===== config.mk =====
export PLATFORM = sky130hd
export DESIGN_NAME = boot_sequencer_flat
export DESIGN_NICKNAME = d
export VERILOG_FILES = /design/src/rtl/boot_sequencer_if.sv /design/src/rtl/boot_sequencer.sv /design/src/flat_wrapper.sv
export SDC_FILE = /design/constraint.sdc
export NUM_CORES = 1
export LEC_CHECK = 0
export ABC_AREA = 1
export CAP_MARGIN = 10
export CORE_MARGIN = 1.5
export CORE_UTILIZATION = 50
export DETAILED_ROUTE_END_ITERATION = 7
export MAX_ROUTING_LAYER = met4
export PLACE_DENSITY = 0.73
export SYNTH_ARGS = -nofsm -noshare
export SYNTH_HDL_FRONTEND = slang
export SYNTH_SLANG_ARGS = --single-unit
export TNS_END_PERCENT = 20

===== constraint.sdc =====
create_clock -name clock -period 2.3 [get_ports clock]
set_input_delay 0.69 -clock clock [delete_from_list [all_inputs] [get_ports clock]]
set_output_delay 0.69 -clock clock [all_outputs]
set_load 0.01 [all_outputs]

===== src/rtl/boot_sequencer_if.sv =====
// Byte-stream load port of the boot sequencer: the image source is master, the sequencer is slave.
interface boot_sequencer_if;
    logic       byte_valid;
    logic [7:0] byte_data;
    logic       byte_last;
    logic       byte_ready;

    modport master (output byte_valid, byte_data, byte_last, input byte_ready);
    modport slave  (input byte_valid, byte_data, byte_last, output byte_ready);
endinterface


===== src/rtl/boot_sequencer.sv =====
// Loads a little-endian byte image into core memory, releases the core, then supervises a0/timeout.
// Optional restart from DONE enabled by defining BOOT_SEQ_RERUN_EN.
module boot_sequencer #(
    parameter int WIDTH          = 32,
    parameter int MAX_WORDS      = 1024,
    parameter int HOLD_CYCLES    = 2,
    parameter int TIMEOUT_CYCLES = 5000
) (
    input  logic               clock,
    input  logic               reset,
    boot_sequencer_if.slave    stream,
    input  logic [WIDTH-1:0]   expected_a0,
    input  logic [WIDTH-1:0]   a0,
    input  logic               rerun,
    output logic               memEn,
    output logic [WIDTH-1:0]   memAddr,
    output logic [WIDTH-1:0]   memData,
    output logic               core_reset,
    output logic               busy,
    output logic               done,
    output logic               pass,
    output logic               timeout,
    output logic               load_err,
    output logic [31:0]        cycle_count
);

    localparam logic [2:0] LOAD  = 3'd0;
    localparam logic [2:0] WRITE = 3'd1;
    localparam logic [2:0] HOLD  = 3'd2;
    localparam logic [2:0] RUN   = 3'd3;
    localparam logic [2:0] DONE  = 3'd4;

    localparam logic [WIDTH-1:0] LAST_ADDR = WIDTH'(MAX_WORDS - 1);
    localparam logic [31:0]      HOLD_LAST = 32'(HOLD_CYCLES - 1);
    localparam logic [31:0]      RUN_LIMIT = 32'(TIMEOUT_CYCLES);

    logic [2:0]       state;
    logic [1:0]       byte_cnt;
    logic [WIDTH-1:0] word_addr;
    logic [WIDTH-1:0] asm_word;
    logic [WIDTH-1:0] merged;
    logic             last_seen;
    logic [31:0]      hold_cnt;

`ifndef BOOT_SEQ_RERUN_EN
    logic rerun_unused;
    assign rerun_unused = rerun;
`endif

    // Unfilled bytes stay zero because the assembly register is cleared after every write.
    always_comb begin
        merged = asm_word | (WIDTH'(stream.byte_data) << {byte_cnt, 3'b000});
    end

    always_ff @(posedge clock) begin
        if (!reset) begin
            state             <= LOAD;
            byte_cnt          <= 2'd0;
            word_addr         <= '0;
            asm_word          <= '0;
            last_seen         <= 1'b0;
            hold_cnt          <= '0;
            memEn             <= 1'b0;
            memAddr           <= '0;
            memData           <= '0;
            core_reset        <= 1'b1;
            stream.byte_ready <= 1'b1;
            busy              <= 1'b1;
            done              <= 1'b0;
            pass              <= 1'b0;
            timeout           <= 1'b0;
            load_err          <= 1'b0;
            cycle_count       <= '0;
        end else begin
            memEn <= 1'b0;
            case (state)
                LOAD: begin
                    if (stream.byte_valid && stream.byte_ready) begin
                        asm_word <= merged;
                        byte_cnt <= byte_cnt + 2'd1;
                        if (byte_cnt == 2'd3 || stream.byte_last) begin
                            state             <= WRITE;
                            last_seen         <= stream.byte_last;
                            stream.byte_ready <= 1'b0;
                            memEn             <= 1'b1;
                            memAddr           <= word_addr;
                            memData           <= merged;
                        end
                    end
                end
                WRITE: begin
                    word_addr <= word_addr + 1'b1;
                    byte_cnt  <= 2'd0;
                    asm_word  <= '0;
                    if (last_seen) begin
                        state    <= HOLD;
                        hold_cnt <= '0;
                    end else if (word_addr == LAST_ADDR) begin
                        state    <= DONE;
                        load_err <= 1'b1;
                        done     <= 1'b1;
                        busy     <= 1'b0;
                    end else begin
                        state             <= LOAD;
                        stream.byte_ready <= 1'b1;
                    end
                end
                HOLD: begin
                    if (hold_cnt == HOLD_LAST) begin
                        state       <= RUN;
                        core_reset  <= 1'b0;
                        cycle_count <= '0;
                    end else begin
                        hold_cnt <= hold_cnt + 1'b1;
                    end
                end
                RUN: begin
                    // A match on the limit cycle still counts as a pass.
                    if (a0 == expected_a0) begin
                        state      <= DONE;
                        pass       <= 1'b1;
                        done       <= 1'b1;
                        busy       <= 1'b0;
                        core_reset <= 1'b1;
                    end else if (cycle_count == RUN_LIMIT) begin
                        state      <= DONE;
                        timeout    <= 1'b1;
                        done       <= 1'b1;
                        busy       <= 1'b0;
                        core_reset <= 1'b1;
                    end else begin
                        cycle_count <= cycle_count + 1'b1;
                    end
                end
                DONE: begin
`ifdef BOOT_SEQ_RERUN_EN
                    if (rerun && !load_err) begin
                        state       <= HOLD;
                        hold_cnt    <= '0;
                        pass        <= 1'b0;
                        timeout     <= 1'b0;
                        done        <= 1'b0;
                        busy        <= 1'b1;
                        cycle_count <= '0;
                    end
`endif
                end
                default: state <= LOAD;
            endcase
        end
    end

endmodule


===== src/flat_wrapper.sv =====
// flat-port wrapper written by rule: the top's interface ports become plain ports
module boot_sequencer_flat 
#(
    parameter int WIDTH          = 32,
    parameter int MAX_WORDS      = 1024,
    parameter int HOLD_CYCLES    = 2,
    parameter int TIMEOUT_CYCLES = 5000
)
  (clock, reset, expected_a0, a0, rerun, memEn, memAddr, memData, core_reset, busy, done, pass, timeout, load_err, cycle_count, stream_byte_valid, stream_byte_data, stream_byte_last, stream_byte_ready);
  boot_sequencer_if stream_i ();
  input  logic clock;
  input  logic reset;
  input  logic [WIDTH-1:0] expected_a0;
  input  logic [WIDTH-1:0] a0;
  input  logic rerun;
  output logic memEn;
  output logic [WIDTH-1:0] memAddr;
  output logic [WIDTH-1:0] memData;
  output logic core_reset;
  output logic busy;
  output logic done;
  output logic pass;
  output logic timeout;
  output logic load_err;
  output logic [31:0] cycle_count;
  input wire logic [$bits(stream_i.byte_valid)-1:0] stream_byte_valid;
  input wire logic [$bits(stream_i.byte_data)-1:0] stream_byte_data;
  input wire logic [$bits(stream_i.byte_last)-1:0] stream_byte_last;
  output wire logic [$bits(stream_i.byte_ready)-1:0] stream_byte_ready;
  assign stream_i.byte_valid = stream_byte_valid;
  assign stream_i.byte_data = stream_byte_data;
  assign stream_i.byte_last = stream_byte_last;
  assign stream_byte_ready = stream_i.byte_ready;
  boot_sequencer #(.WIDTH(WIDTH), .MAX_WORDS(MAX_WORDS), .HOLD_CYCLES(HOLD_CYCLES), .TIMEOUT_CYCLES(TIMEOUT_CYCLES)) u_core (.clock(clock), .reset(reset), .stream(stream_i), .expected_a0(expected_a0), .a0(a0), .rerun(rerun), .memEn(memEn), .memAddr(memAddr), .memData(memData), .core_reset(core_reset), .busy(busy), .done(done), .pass(pass), .timeout(timeout), .load_err(load_err), .cycle_count(cycle_count));
endmodule

Yosys cells after proc, flatten, opt, wreduce, memory -nomap -nowiden. Cells that the tools add are included.

Register bits after elaboration: 206. Input bits: 77. Output and inout port bits: 104. Logic and storage cells: 102.

Add/sub/neg operators: 4. Equality and inequality tests: 20. Shift-type cells: 1. Muxes and demuxes: 37. Bitwise gates (word level): 4. Reductions and logical operators: 19.

Operators with widths (count): 2-to-1 mux 32 bit (6); one-hot mux 32 bit (2 select lines) (3); adder 32 x 1 -> 32 bit, second input constant (3); equality test 32 x 1 -> 1 bit, second input constant (1); equality test 32 x 10 -> 1 bit, second input constant (1); equality test 32 x 13 -> 1 bit, second input constant (1); equality test 32 bit (1); bitwise OR 32 bit (1); << shifter 8 x 5 -> 32 bit (1); 2-to-1 mux 3 bit (7); AND reduction 3 bit (6); one-hot mux 3 bit (5 select lines) (1); 2-to-1 mux 1 bit (14); inequality test 2 x 1 -> 1 bit, second input constant (5); inequality test 2 bit, second input constant (5); AND reduction 5 bit (2); one-hot mux 1 bit (2 select lines) (4); AND reduction 4 bit (2); nonzero test 2 bit (4); equality test 3 x 2 -> 1 bit, second input constant (2); one-hot mux 2 bit (2 select lines) (1); AND reduction 2 bit (2); equality test 3 x 1 -> 1 bit, second input constant (1); equality test 3 bit, second input constant (1); 8 further kinds (10).

Depth between registers and ports, before layout. Gate-level depths: netlist (run 1).

Depth in word-level cells: 5. Depth in mapped cells: 13. Gate-level depth less buffers: 12.

Worst setup path after synthesis (run 1). Ideal clock, no wire load.

Path kind: input to register. Start point: input port stream_byte_valid. End point: register u_core.memAddr[19]. Arrival time: 1.766 ns. Data required time: 2.184 ns. Slack: 0.418 ns. Stages on the path: 11. Path through: nand2_1 -> nor2_2 -> inv_2 -> nor2_2 -> inv_2 -> nor2_2 -> buf_4 -> inv_1 -> clkbuf_1 -> nor2_1 -> nor2_1.

Cells in the longest elaborated chain, start to end: 2.

Ends and longest elaborated chain: start, declared (line flat_wrapper.sv:26) `input wire logic [$bits(stream_i.byte_valid)-1:0] stream_byte_valid;`; logical AND 1 bit (line boot_sequencer.sv:78) `if (stream.byte_valid && stream.byte_ready) begin`; AND reduction 3 bit (no line); end signal, assigned (line boot_sequencer.sv:86) `memAddr <= word_addr;`; end, declared (line boot_sequencer.sv:16) `output logic [WIDTH-1:0] memAddr,`.

Every way passes these cells. A chain may end at the register's enable or synchronous reset.

Worst setup path in the final report (run 1).
Start point: register u_core.cycle_count[25]. End point: output port cycle_count[25].

RTL lines: start, declared (line boot_sequencer.sv:24) `output logic [31:0] cycle_count`; start signal, assigned (line boot_sequencer.sv:132) `cycle_count <= cycle_count + 1'b1;`; end, declared (line flat_wrapper.sv:25) `output logic [31:0] cycle_count;`.

No word-level cell between the ends.

==> results.ini, run 1 <==
[timing]
tns_ns=0
final-setup-viol-count=0
rsz0062_at_grt=false
slew_headroom=0.534
setup_ws_ns=0.0371
worst_slew_pin_slew_ns=0.699
max_freq_mhz=442
holdWs_ns=0.445
fin_crit_sh=0.984
finClkSkew_ns=0.0144
slew_viol_final=0
hold_viol=0
min_period_ns=2.26

[worst_setup_path]
cpPeakStageDelay_ns=0.60
crit_family=buffers and inverters
cp_max_fo=7
worstSetupStartpointType=register
cp_slowest_cell=clkdlybuf4s50_1
arrival_ns=1.57
path_class=register to output port
worstSetupEndpointType=output port
r2r-start=u_core.hold_cnt[0]
cp_cell_sequence=clkdlybuf4s50_1
cp_num_buf_inv=1
cp.required_ns=1.61
critical_path.startpoint=u_core.cycle_count[25]

[clock_tree]
cts_inserted_buffers=23
ctsHoldBuffers=0
cts_root_buf=clkbuf_16
cts_tree=built
clkTransAtPathRegs_ns=0.06
htreeDepth=1
clk_latency_ns=0.51
clockBufferDepth=3
numClockSinks=206

[finish]
drive_above_1_share=0.0588
final_common_cell=nand2_1
fin_cells=2074
fin_area_sq_um=13500
final_cell_mix=338 x nand2_1, 315 x nor2_1, 194 x dfxtp_1
utilization=0.661
antenna_cells=0
final_nets=1872
fillers=1877
area.growth.synth_to_final_pct=28.2

[detailed_routing]
drt_first_pass_iters=8
avgViaCountPerCell=5.23
wirelength_mm=29.0
remaining_drc_errors=0
initialDrtViolationCount=841
avgRoutedWirePerCell_um=14.0
drt.antenna.violating_nets=0
num_vias=10800

[die]
die_area_sq_um=21900
num_rows=52
core-area_sq_um=20400
fp.dieH_um=148
start_util=0.515
ios=181
die_x_um=148

[synth]
synthCells=1615
syn-num-nets=1698
syn_area_sq_um=10500
yosysSeqAreaShare=0.392
synth_top_area_frac=0.392
ys_ff_latch=206
yosysTopAreaCell=dfxtp_1
synth_cell_type_count=39
avgSynthCellArea_sq_um=6.52
ys_warn_count=0
synth.area.top_cells=dfxtp_1 39%, nand2_1 12%, nor2_1 11%

[power_and_ir_drop]
p_sw_mw=3.11
seqPwrFrac=0.392
intPower_mw=7.65
power_frac_comb=0.236
p_total_mw=10.8
pwr-share-clk=0.372
ir_worst_vdd_mv=0.571
switching_share=0.289
leakagePower_nw=5.07
cellPowerDensity_nw_per_um2=797

[worst_hold_path]
min_from=u_core.busy
hold_class=register to register

[placement]
port_buffers=179
dp_cells=2034
dp_slack_ns=-0.245
place_hpwl_mm=21.2
place_congestion=0.939
place_area_sq_um=12700

[outcome]
outcome=finished clean

[grt]
overflow=0
grt_pass1_vias=9935
grt_pass1_wl_mm=47.5
antenna_found_initial=0
grt.total_usage=0.267
grt_max_degree=60

[job]
cap_violations=0

## final cells by class
type / instances / area (sq um) / area share
Clock inverter: 11 / 211 / 0.0157
Inverter: 167 / 627 / 0.0464
Timing Repair Buffer: 212 / 2100 / 0.155
Multi-Input combinational cell: 1179 / 5470 / 0.406
Sequential cell: 206 / 4140 / 0.307
Clock buffer: 29 / 608 / 0.0451
Tap cell: 270 / 338 / 0.0250
## cell usage after synthesis, drive strengths merged
master	n
nand3b	5
nor4	6
nor3b	3
and3	3
nand3	123
inv	165
xnor2	29
nand2	341
xor2	14
a21oi	118
nor2	324
o211ai	1
buf	33
or2	2
o21bai	2
a21o	2
a211oi	4
clkinv	2
dfxtp	206
o21a	2
a31oi	23
o21ai	105
clkbuf	30
ha	6
nand4	31
o31ai	1
nor3	34
## per-layer routing
metal / wire, um / track usage / up-vias
met3: 2240 / 0.0475 / 48
met2: 13000 / 0.446 / 354
met1: 13200 / 0.335 / 4869
li1: - / - / 5566
met5: 0 / - / -
met4: 603 / 0.0683 / 0
## flip-flops by register name, indices dropped and copies added (netlist names), 2 cells and up
| signal | cells |
|---|---|
| u_core.word_addr | 32 |
| u_core.memData | 32 |
| u_core.byte_cnt | 2 |
| u_core.state | 3 |
| u_core.asm_word | 32 |
| u_core.memAddr | 32 |
| u_core.cycle_count | 32 |
| u_core.hold_cnt | 32 |
## power by group through the flow
stage / logic (mW) / clock network (mW) / registers, mW
final: 2.54 / 4.00 / 4.22
after CTS: 2.55 / 4.07 / 4.22
after detailed placement: 2.53 / 0 / 4.29
after global routing: 2.82 / 4.22 / 4.27
after floorplan: 1.25 / 0 / 4.39
after global placement: 2.50 / 0 / 4.28
## cell families (layout without fill, tap and decap cells)
kind of cell	Yosys count	count (layout)	share of synthesized area
adder cells (fa/ha/maj)	6	6	0.00713
buffers and inverters	230	419	0.0890
AO/OA/AOI/OAI	258	258	0.129
flip-flops	206	206	0.392
XOR/XNOR	43	43	0.0358
AND/OR/NAND/NOR	872	872	0.347
## what timing repair did
item	CTS	global route
buffers inserted	0	0
resized for setup	5	10
endpoints found under the setup margin	5	10
endpoints found under the hold margin	0	0
pin swaps	0	0
## final timing paths
path | end | slack [ns] | cells after the start
max | cycle_count[25] | 0.04 | 1
min | u_core.busy | 0.45 | 2
max reg2reg | u_core.hold_cnt[3] | 0.23 | 9
min reg2reg | u_core.busy | 0.45 | 2
No activity file was read; power rests on OpenSTA's default activity.
==> inputs of run 2 (changes only) <==
Settings changed: CTS_CLUSTER_DIAMETER set to 150.
==> results of run 2 <==
No change in the layout: final DEF, timing and power equal those of run 1.
